## config.mk

```make
export PLATFORM = sky130hd
export DESIGN_NAME = sqvl_vpath_slew
export DESIGN_NICKNAME = d
export VERILOG_FILES = /design/src/rtl/sqvl_pkg.sv /design/src/rtl/sqvl_delay_line.sv /design/src/rtl/sqvl_vpath_slew.sv
export SDC_FILE = /design/constraint.sdc
export NUM_CORES = 1
export LEC_CHECK = 0
export BUFFER_PORTS_ARGS = -buffer_cell sky130_fd_sc_hd__buf_2
export CELL_PAD_IN_SITES_DETAIL_PLACEMENT = 1
export CELL_PAD_IN_SITES_GLOBAL_PLACEMENT = 1
export CORE_MARGIN = 2
export CORE_UTILIZATION = 25
export DETAILED_ROUTE_END_ITERATION = 7
export PLACE_DENSITY = 0.5
export SLEW_MARGIN = 20
export SYNTH_ARGS = -nofsm -noshare
export SYNTH_HDL_FRONTEND = slang
export SYNTH_HIERARCHICAL = 1
export SYNTH_SLANG_ARGS = --single-unit
```

## constraint.sdc

```tcl
create_clock -name Clock -period 5 [get_ports Clock]
set_clock_uncertainty 0.2 [all_clocks]
set_input_delay 0 -clock Clock [delete_from_list [all_inputs] [get_ports Clock]]
set_output_delay 0 -clock Clock [all_outputs]
set_load 0.005 [all_outputs]
```

## src/rtl/sqvl_pkg.sv

```systemverilog
// rtl/sqvl_pkg.sv - shared defaults and code type for the square-wave voltage path
package sqvl_pkg;

  localparam int SQVL_WIDTH_DEF = 12;
  localparam int SQVL_DEPTH_DEF = 2;
  localparam int SQVL_DEPTH_MAX = 8;

  typedef logic [SQVL_WIDTH_DEF-1:0] sqvl_code_t;

endpackage

```

## src/rtl/sqvl_delay_line.sv

```systemverilog
// rtl/sqvl_delay_line.sv - free-running {data, valid} shift pipeline, no stall
module sqvl_delay_line
  import sqvl_pkg::*;
#(
  parameter int WIDTH = SQVL_WIDTH_DEF,
  parameter int DEPTH = SQVL_DEPTH_DEF
) (
  input  logic             Clock,
  input  logic             Reset_n,
  input  logic [WIDTH-1:0] din,
  input  logic             din_valid,
  output logic [WIDTH-1:0] tail_data,
  output logic             tail_valid
);

  logic [WIDTH-1:0] data_q [DEPTH];
  logic [DEPTH-1:0] valid_q;

  always_ff @(posedge Clock or negedge Reset_n) begin
    if (!Reset_n) begin
      for (int i = 0; i < DEPTH; i++) data_q[i] <= '0;
      valid_q <= '0;
    end else begin
      data_q[0]  <= din;
      valid_q[0] <= din_valid;
      for (int i = 1; i < DEPTH; i++) begin
        data_q[i]  <= data_q[i-1];
        valid_q[i] <= valid_q[i-1];
      end
    end
  end

  assign tail_data  = data_q[DEPTH-1];
  assign tail_valid = valid_q[DEPTH-1];

endmodule

```

## src/rtl/sqvl_vpath_slew.sv

```systemverilog
// rtl/sqvl_vpath_slew.sv - delayed, enable-gated DAC code register with optional slew limiting
module sqvl_vpath_slew
  import sqvl_pkg::*;
#(
  parameter int               WIDTH     = SQVL_WIDTH_DEF,
  parameter int               DEPTH     = SQVL_DEPTH_DEF,
  parameter logic [WIDTH-1:0] RESET_VAL = '0
) (
  input  logic             Clock,
  input  logic             Reset_n,
  input  logic [WIDTH-1:0] Din,
  input  logic             Din_Valid,
  input  logic             EN,
  input  logic             Slew_En,
  input  logic [WIDTH-1:0] Slew_Step,
  output logic [WIDTH-1:0] Dout,
  output logic             Dout_Valid,
  output logic             Busy
);

  logic [WIDTH-1:0] tail_data;
  logic             tail_valid;
  logic [WIDTH-1:0] target;
  logic             pending;

  logic             capture;
  logic [WIDTH-1:0] next_target;
  logic [WIDTH-1:0] next_dout;
  logic [WIDTH:0]   diff;
  logic [WIDTH:0]   mag;
  logic             want_pending;

  sqvl_delay_line #(.WIDTH(WIDTH), .DEPTH(DEPTH)) u_delay (
    .Clock      (Clock),
    .Reset_n    (Reset_n),
    .din        (Din),
    .din_valid  (Din_Valid),
    .tail_data  (tail_data),
    .tail_valid (tail_valid)
  );

  // Steps are taken toward the target that will be held after this edge, so a
  // retarget redirects the ramp immediately from the current Dout.
  always_comb begin
    capture      = EN & tail_valid;
    next_target  = capture ? tail_data : target;
    want_pending = capture | pending;
    diff         = {1'b0, next_target} - {1'b0, Dout};
    mag          = diff[WIDTH] ? (~diff + 1'b1) : diff;
    next_dout    = next_target;
    if (Slew_En && (mag > {1'b0, Slew_Step})) begin
      next_dout = diff[WIDTH] ? (Dout - Slew_Step) : (Dout + Slew_Step);
    end
  end

  // pending marks a loaded target not yet reached, so each load pulses once.
  always_ff @(posedge Clock or negedge Reset_n) begin
    if (!Reset_n) begin
      target     <= RESET_VAL;
      Dout       <= RESET_VAL;
      pending    <= 1'b0;
      Dout_Valid <= 1'b0;
      Busy       <= 1'b0;
    end else begin
      target     <= next_target;
      Dout       <= next_dout;
      Busy       <= (next_dout != next_target);
      Dout_Valid <= want_pending && (next_dout == next_target);
      pending    <= want_pending && (next_dout != next_target);
    end
  end

endmodule

```

==> results_dict.tcl, run 1 <==
set metrics [dict create \
    fillerInstances 1846 \
    cts_made_buffers 5 \
    path_clk_slew_ps 70 \
    ys_warn_count 6 \
    grt_pass1_wl_mm 20.78 \
    synth_top_family_by_area "compound AO/OA/AOI/OAI gates" \
    rsz0062_at_grt "yes" \
    cp_data_required_time_ps 5020 \
    drtAntennaViolNets 0 \
    worst_pin_slew_ps 691.0 \
    fin_ws_ps -43.20 \
    die_y_um 133.7 \
    cp_max_fo 6 \
    hp-class "in -> reg" \
    wl_mm 13.22 \
    rows 47 \
    path_class "reg -> reg" \
    synth_ff_type "dfrtp_1" \
    min_period_over_period 1.009 \
    synth_top_area_cell "dfrtp_1" \
    start_util 0.2546 \
    clkSinkCount 53 \
    synthSimpleGateAreaFrac 0.1336 \
    port-buffer-count 42 \
    gp_congestion 0.7907 \
    period_minus_slack_ps 5043 \
    synth_xor_area_frac 0.1098 \
    seq_area_frac_synth 0.3153 \
    avgViaCountPerCell 4.616 \
    drtIter0Drc 99 \
    synth-adder-area-share 0.1196 \
    cts_root_buf "clkbuf_16" \
    antenna_found_initial 0 \
    slew_violations 0 \
    maxCapViolCount 0 \
    clock_latency_ps 300 \
    drive_above_1_share 0.4532 \
    syn_inst 425 \
    io_pins 43 \
    overflow 0 \
    cts_tree "done" \
    yosysUniqueCellTypes 68 \
    area_delta_synth_final_pct 53.63 \
    num_vias 3776 \
    critPathLaunchType "register" \
    slew_headroom 0.5393 \
    grt_max_degree 54 \
    ys_seq_elements 53 \
    die-width_um 133.7 \
    violations "setup timing" \
    wl_per_cell_um 16.17 \
    first_global_vias 4008 \
    place_hpwl_mm 10.24 \
    synthMuxAreaShare 0.06514 \
    synthArstFlopShare 1.000 \
    cts_htree_levels 2 \
    synth_edf_count 0 \
    synthesis.nets 493 \
    synthTopCellsByArea "dfrtp_1 (32%), ha_1 (11%), xnor2_1 (6.0%)" \
    max_freq_mhz 198.3 \
    grt_usage 0.1484 \
    drcViolationCount 0 \
    syn_area_per_cell_um2 9.898 \
    core_um2 16520 \
    critPathCaptureType "register" \
    pre_cts_ws_ps -569.2 \
    clockBufferDepth 2 \
    hold_viol 0 \
    arrival_ps 5060 \
    status "finished with violations" \
    netlist.area_leader.share 0.3153 \
    seq_area_um2 1326 \
    nets 665 \
    synth_compound_area_frac 0.1874 \
    setup-violations-final 1 \
    dieArea_um2 17880 \
    dr.pass1.iters 4 \
    multi_input_area_um2 3184 \
    syn-cell-area_um2 4207 \
    n_antenna_cell 0 \
]
## metal layers
metal / up-vias / part of all wire / track usage
met1: 1875 / 0.46 / 0.1928
met3: 10 / 0.018 / 0.01788
met5: - / 0 / 0
li1: 1858 / - / -
met4: 0 / 0.014 / 0.03487
met2: 33 / 0.50 / 0.2624
## synthesized netlist by cell type (all sizes together), types with 3 or more instances
master and count:
ha 37, or3b 3, a31oi 5, nor4 5, mux2i 24, o311ai 3
o21a 9, nor3b 3, a21o 10, nand3 10, nor3 7, o211a 3
mux2 3, or3 4, a211o 3, inv 46, nor2 14, nand2 15
nand4 3, xnor3 5, nor2b 6, o21ai 16, buf 15, a21oi 25
nand2b 10, and3 4, o31ai 3, a41oi 3, xor2 10, xnor2 29
o211ai 6, a211oi 5, dfrtp 53
## final timing paths
path | start | end | slack, ps | cells after the start
max | u_delay/valid_q[1] | pending | -40 | 24
min | EN | target[0] | 70 | 5
max reg2reg | u_delay/valid_q[1] | pending | -40 | 24
min reg2reg | u_delay/data_q[22] | u_delay/tail_data[10] | 150 | 0
max in group asynchronous | Reset_n | target[0] | 3970 | 3
min in group asynchronous | Reset_n | target[10] | 150 | 3
## through the flow
stage,hold WS (ps),setup TNS (ps),util,std cells,cell area (um^2)
2_1_floorplan,-495.6,0,-,425,4229
3_3_place_gp,-92.23,-2927,0.3251,773,5373
6_report,74.61,-43.20,0.3911,818,6462
4_1_cts,50.68,-155.7,0.3690,811,6098
3_5_place_dp,-90.63,-3977,0.3251,773,5373
5_1_grt,92.84,-3004,0.3911,818,6462
## timing repair
item | in CTS | in global routing
setup buffers | 13 | 8
hold buffers | 16 | 0
gates cloned | 1 | 0
endpoints found under the setup margin | 15 | 15
pin swaps | 22 | 27
resized for setup | 59 | 55
hold endpoints to repair | 68 | 0
## sequential cells by signal, summed over array words and instances, names as in the netlist
register           flops
pending                1
Busy                   1
Dout                  12
u_delay/tail_data     12
target                12
Dout_Valid             1
u_delay/data_q        12
u_delay/valid_q        2
## cell type report
| cell class | instances | share of cell area |
|---|---|---|
| clock buffers | 5 | 0.01936 |
| clock inverters | 3 | 0.003485 |
| inverters | 46 | 0.02672 |
| multi-input cells | 309 | 0.4927 |
| flip-flops and latches | 53 | 0.2052 |
| well taps | 220 | 0.04259 |
| repair buffers | 182 | 0.2099 |
## logic make-up (layout without fill, tap and decap cells)
family | count (synthesis) | after routing
AO/OA/AOI/OAI | 104 | 104
AND/OR/NAND/NOR | 95 | 95
buffers and inverters | 63 | 236
flip-flops | 53 | 53
XOR/XNOR | 44 | 44
adder cells (fa/ha/maj) | 39 | 39
multiplexers | 27 | 27
## worst max-delay path, stage by stage (launching register included)
cell      delay [ps]
dfrtp_1          410
nand2_4          130
mux2i_4          260
ha_2             210
inv_2             40
fa_2             330
a211o_1          340
a21oi_2          140
or2_1            150
nand3_2          100
a21oi_4          180
buf_6            170
a31oi_1           60
xnor2_1          140
buf_4            150
ha_4             300
buf_4            130
o21ai_0           80
nand2b_1         130
o41ai_4          100
buf_4            160
o221a_4          290
o211a_1          150
or3_4            410
a211oi_2         180
## cell usage in the layout (no fill, tap or decap), types with 7 or more instances in the layout
| cell type | instances |
|---|---|
| nand2b_1 | 9 |
| buf_2 | 42 |
| nand2_1 | 14 |
| mux2i_1 | 13 |
| inv_2 | 7 |
| dlygate4sd3_1 | 16 |
| a21o_1 | 10 |
| mux2i_2 | 7 |
| nand3_1 | 9 |
| o21a_1 | 9 |
| nor2_1 | 11 |
| dfrtp_1 | 53 |
| o21ai_0 | 12 |
| buf_4 | 114 |
| xor2_1 | 9 |
| ha_1 | 24 |
| ha_4 | 9 |
| a21oi_1 | 14 |
| buf_6 | 8 |
| xnor2_1 | 22 |
| inv_1 | 39 |
Power of run 1 is not shown: default switching activity piles up to over one toggle a cycle in this logic, so the estimate is an artifact.
==> run 2, diff against run 1 <==
--- a/config.mk
+++ b/config.mk
@@ -5,7 +5,8 @@
 export SDC_FILE = /design/constraint.sdc
 export NUM_CORES = 1
 export LEC_CHECK = 0
-export BUFFER_PORTS_ARGS = -buffer_cell sky130_fd_sc_hd__buf_2
+export ABC_CLOCK_PERIOD_IN_PS = 5000
+export BUFFER_PORTS_ARGS = -buffer_cell sky130_fd_sc_hd__clkbuf_2
 export CELL_PAD_IN_SITES_DETAIL_PLACEMENT = 1
 export CELL_PAD_IN_SITES_GLOBAL_PLACEMENT = 1
 export CORE_MARGIN = 2
==> run 2 against run 1 <==
Compared with the run above: the run now ends clean; final area shrank 1.1%; highest routed layer unchanged; critical path depth stayed put; largest cell class unchanged; utilization fell by 0.42 points.
==> results_dict.tcl, run 2 (synthesized netlist as in run 1, its figures left out) <==
set metrics [dict create \
    status "completed" \
    cp_max_fo 6 \
    finish.utilization 0.3868 \
    overflow 0 \
    core_um2 16520 \
    io_pins 43 \
    place_hpwl_mm 10.48 \
    drive_above_1_share 0.4497 \
    slowest_delay_ps 440 \
    area_delta_synth_final_pct 51.96 \
    cts_made_buffers 5 \
    place_inst 774 \
    setup-violations-final 0 \
    rows 47 \
    critPathLaunchType "register" \
    cts_root_buf "clkbuf_16" \
    fillerInstances 1860 \
    avgViaCountPerCell 4.543 \
    port-buffer-count 42 \
    drcViolationCount 0 \
    wl_per_cell_um 16.14 \
    gp_congestion 0.7971 \
    min_period_over_period 0.9884 \
    die-width_um 133.7 \
    die_y_um 133.7 \
    path_clk_slew_ps 70 \
    drtAntennaViolNets 0 \
    wl_mm 13.17 \
    slowest_stage "or3b_2" \
    nets 663 \
    num_vias 3707 \
    maxCapViolCount 0 \
    slew_headroom 0.5475 \
    start_util 0.2546 \
    met3_length_um 229 \
    path_delay_family "simple AND/OR/NAND/NOR gates" \
    path_buf_inv 6 \
    top_layer "met4" \
    worst_pin_slew_ps 678.7 \
    clkSinkCount 53 \
    critPathCaptureType "register" \
    path_class "reg -> reg" \
    period_minus_slack_ps 4942 \
    dieArea_um2 17880 \
    hp-class "in -> reg" \
    dr.pass1.iters 4 \
    clock_latency_ps 290 \
    cts_tree "done" \
    max_freq_mhz 202.3 \
    crit_chain "nand2_2, buf_8, buf_6, mux2i_2, inv_2, ha_2, o211ai_1, a21o_1, or2_1, nand3_2, a21oi_4, buf_6, a31oi_1, xnor2_1, buf_4, ha_4, or3b_2, nand3_1, a211oi_1, buf_4, xnor2_2, nand4_1, nor4_4, a211oi_2" \
    n_antenna_cell 0 \
    grt_pass1_wl_mm 20.78 \
    hold_viol 0 \
    rsz0062_at_grt "yes" \
    final_cell_mix "buf_4 (111), dfrtp_1 (53), clkbuf_2 (42), inv_1 (38), ha_1 (27)" \
    cp_data_required_time_ps 4970 \
    wl_met1_mm 6.180 \
    antenna_found_initial 0 \
    slew_violations 0 \
    grt_usage 0.1483 \
    final_common_cell "buf_4" \
    clockBufferDepth 2 \
    cts_htree_levels 2 \
    final_cells 816 \
    arrival_ps 4910 \
    grt_max_degree 54 \
    wl_met2_mm 6.398 \
    drtIter0Drc 100 \
    first_global_vias 4062 \
]
==> run 2: through the flow <==
step	instance area [um^2]	setup TNS (ps)	setup WS [ps]	hold WS, ps
2_1_floorplan	4229	0	22.93	-495.6
3_3_place_gp	5368	-1766	-269.7	-91.86
3_5_place_dp	5368	-3042	-352.2	-89.48
4_1_cts	6030	-38.12	-19.93	88.43
5_1_grt	6392	-2364	-232.3	104.1
6_report	6392	0	57.85	79.05
==> run 2: repair_timing <==
| action | in CTS | in global routing |
|---|---|---|
| hold buffers | 15 | 0 |
| endpoints found under the hold margin | 67 | 0 |
| gates resized for setup | 46 | 59 |
| endpoints found under the setup margin | 15 | 15 |
| pin swaps | 14 | 18 |
| buffers inserted | 12 | 7 |
| gates cloned | 1 | 0 |
==> run 2: path summary, 6_finish.rpt <==
check	start	end	slack, ps	cells past startpoint
worst min-delay path	EN	pending	80	3
worst max register to register	u_delay/valid_q[1]	pending	60	24
worst min register to register	u_delay/data_q[13]	u_delay/tail_data[1]	150	0
worst max-delay path	u_delay/valid_q[1]	pending	60	24
max in group asynchronous	Reset_n	u_delay/valid_q[1]	3970	3
min in group asynchronous	Reset_n	u_delay/valid_q[0]	160	3
==> run 2: final cells by class <==
type                    count  area (um^2)  share of cell area
well taps                 220        275.3             0.04306
clock inverters             3        65.06             0.01018
clock buffers               5        125.1             0.01957
multi-input cells         309         3079              0.4817
repair buffers            180         1349              0.2110
flip-flops and latches     53         1326              0.2075
inverters                  46        172.7             0.02701
==> run 2: routing by layer <==
metal	GRT usage	up-vias
met1	0.1908	1800
li1	-	1849
met2	0.2558	39
met3	0.01865	19
met4	0.05142	0
met5	0	-
==> run 2: worst min-delay path: cells and delay by family <==
family                 cells  cell delay, ps
AO/OA/AOI/OAI              2             360
buffers and inverters      1             160
Power of run 2 is left out for the same reason.
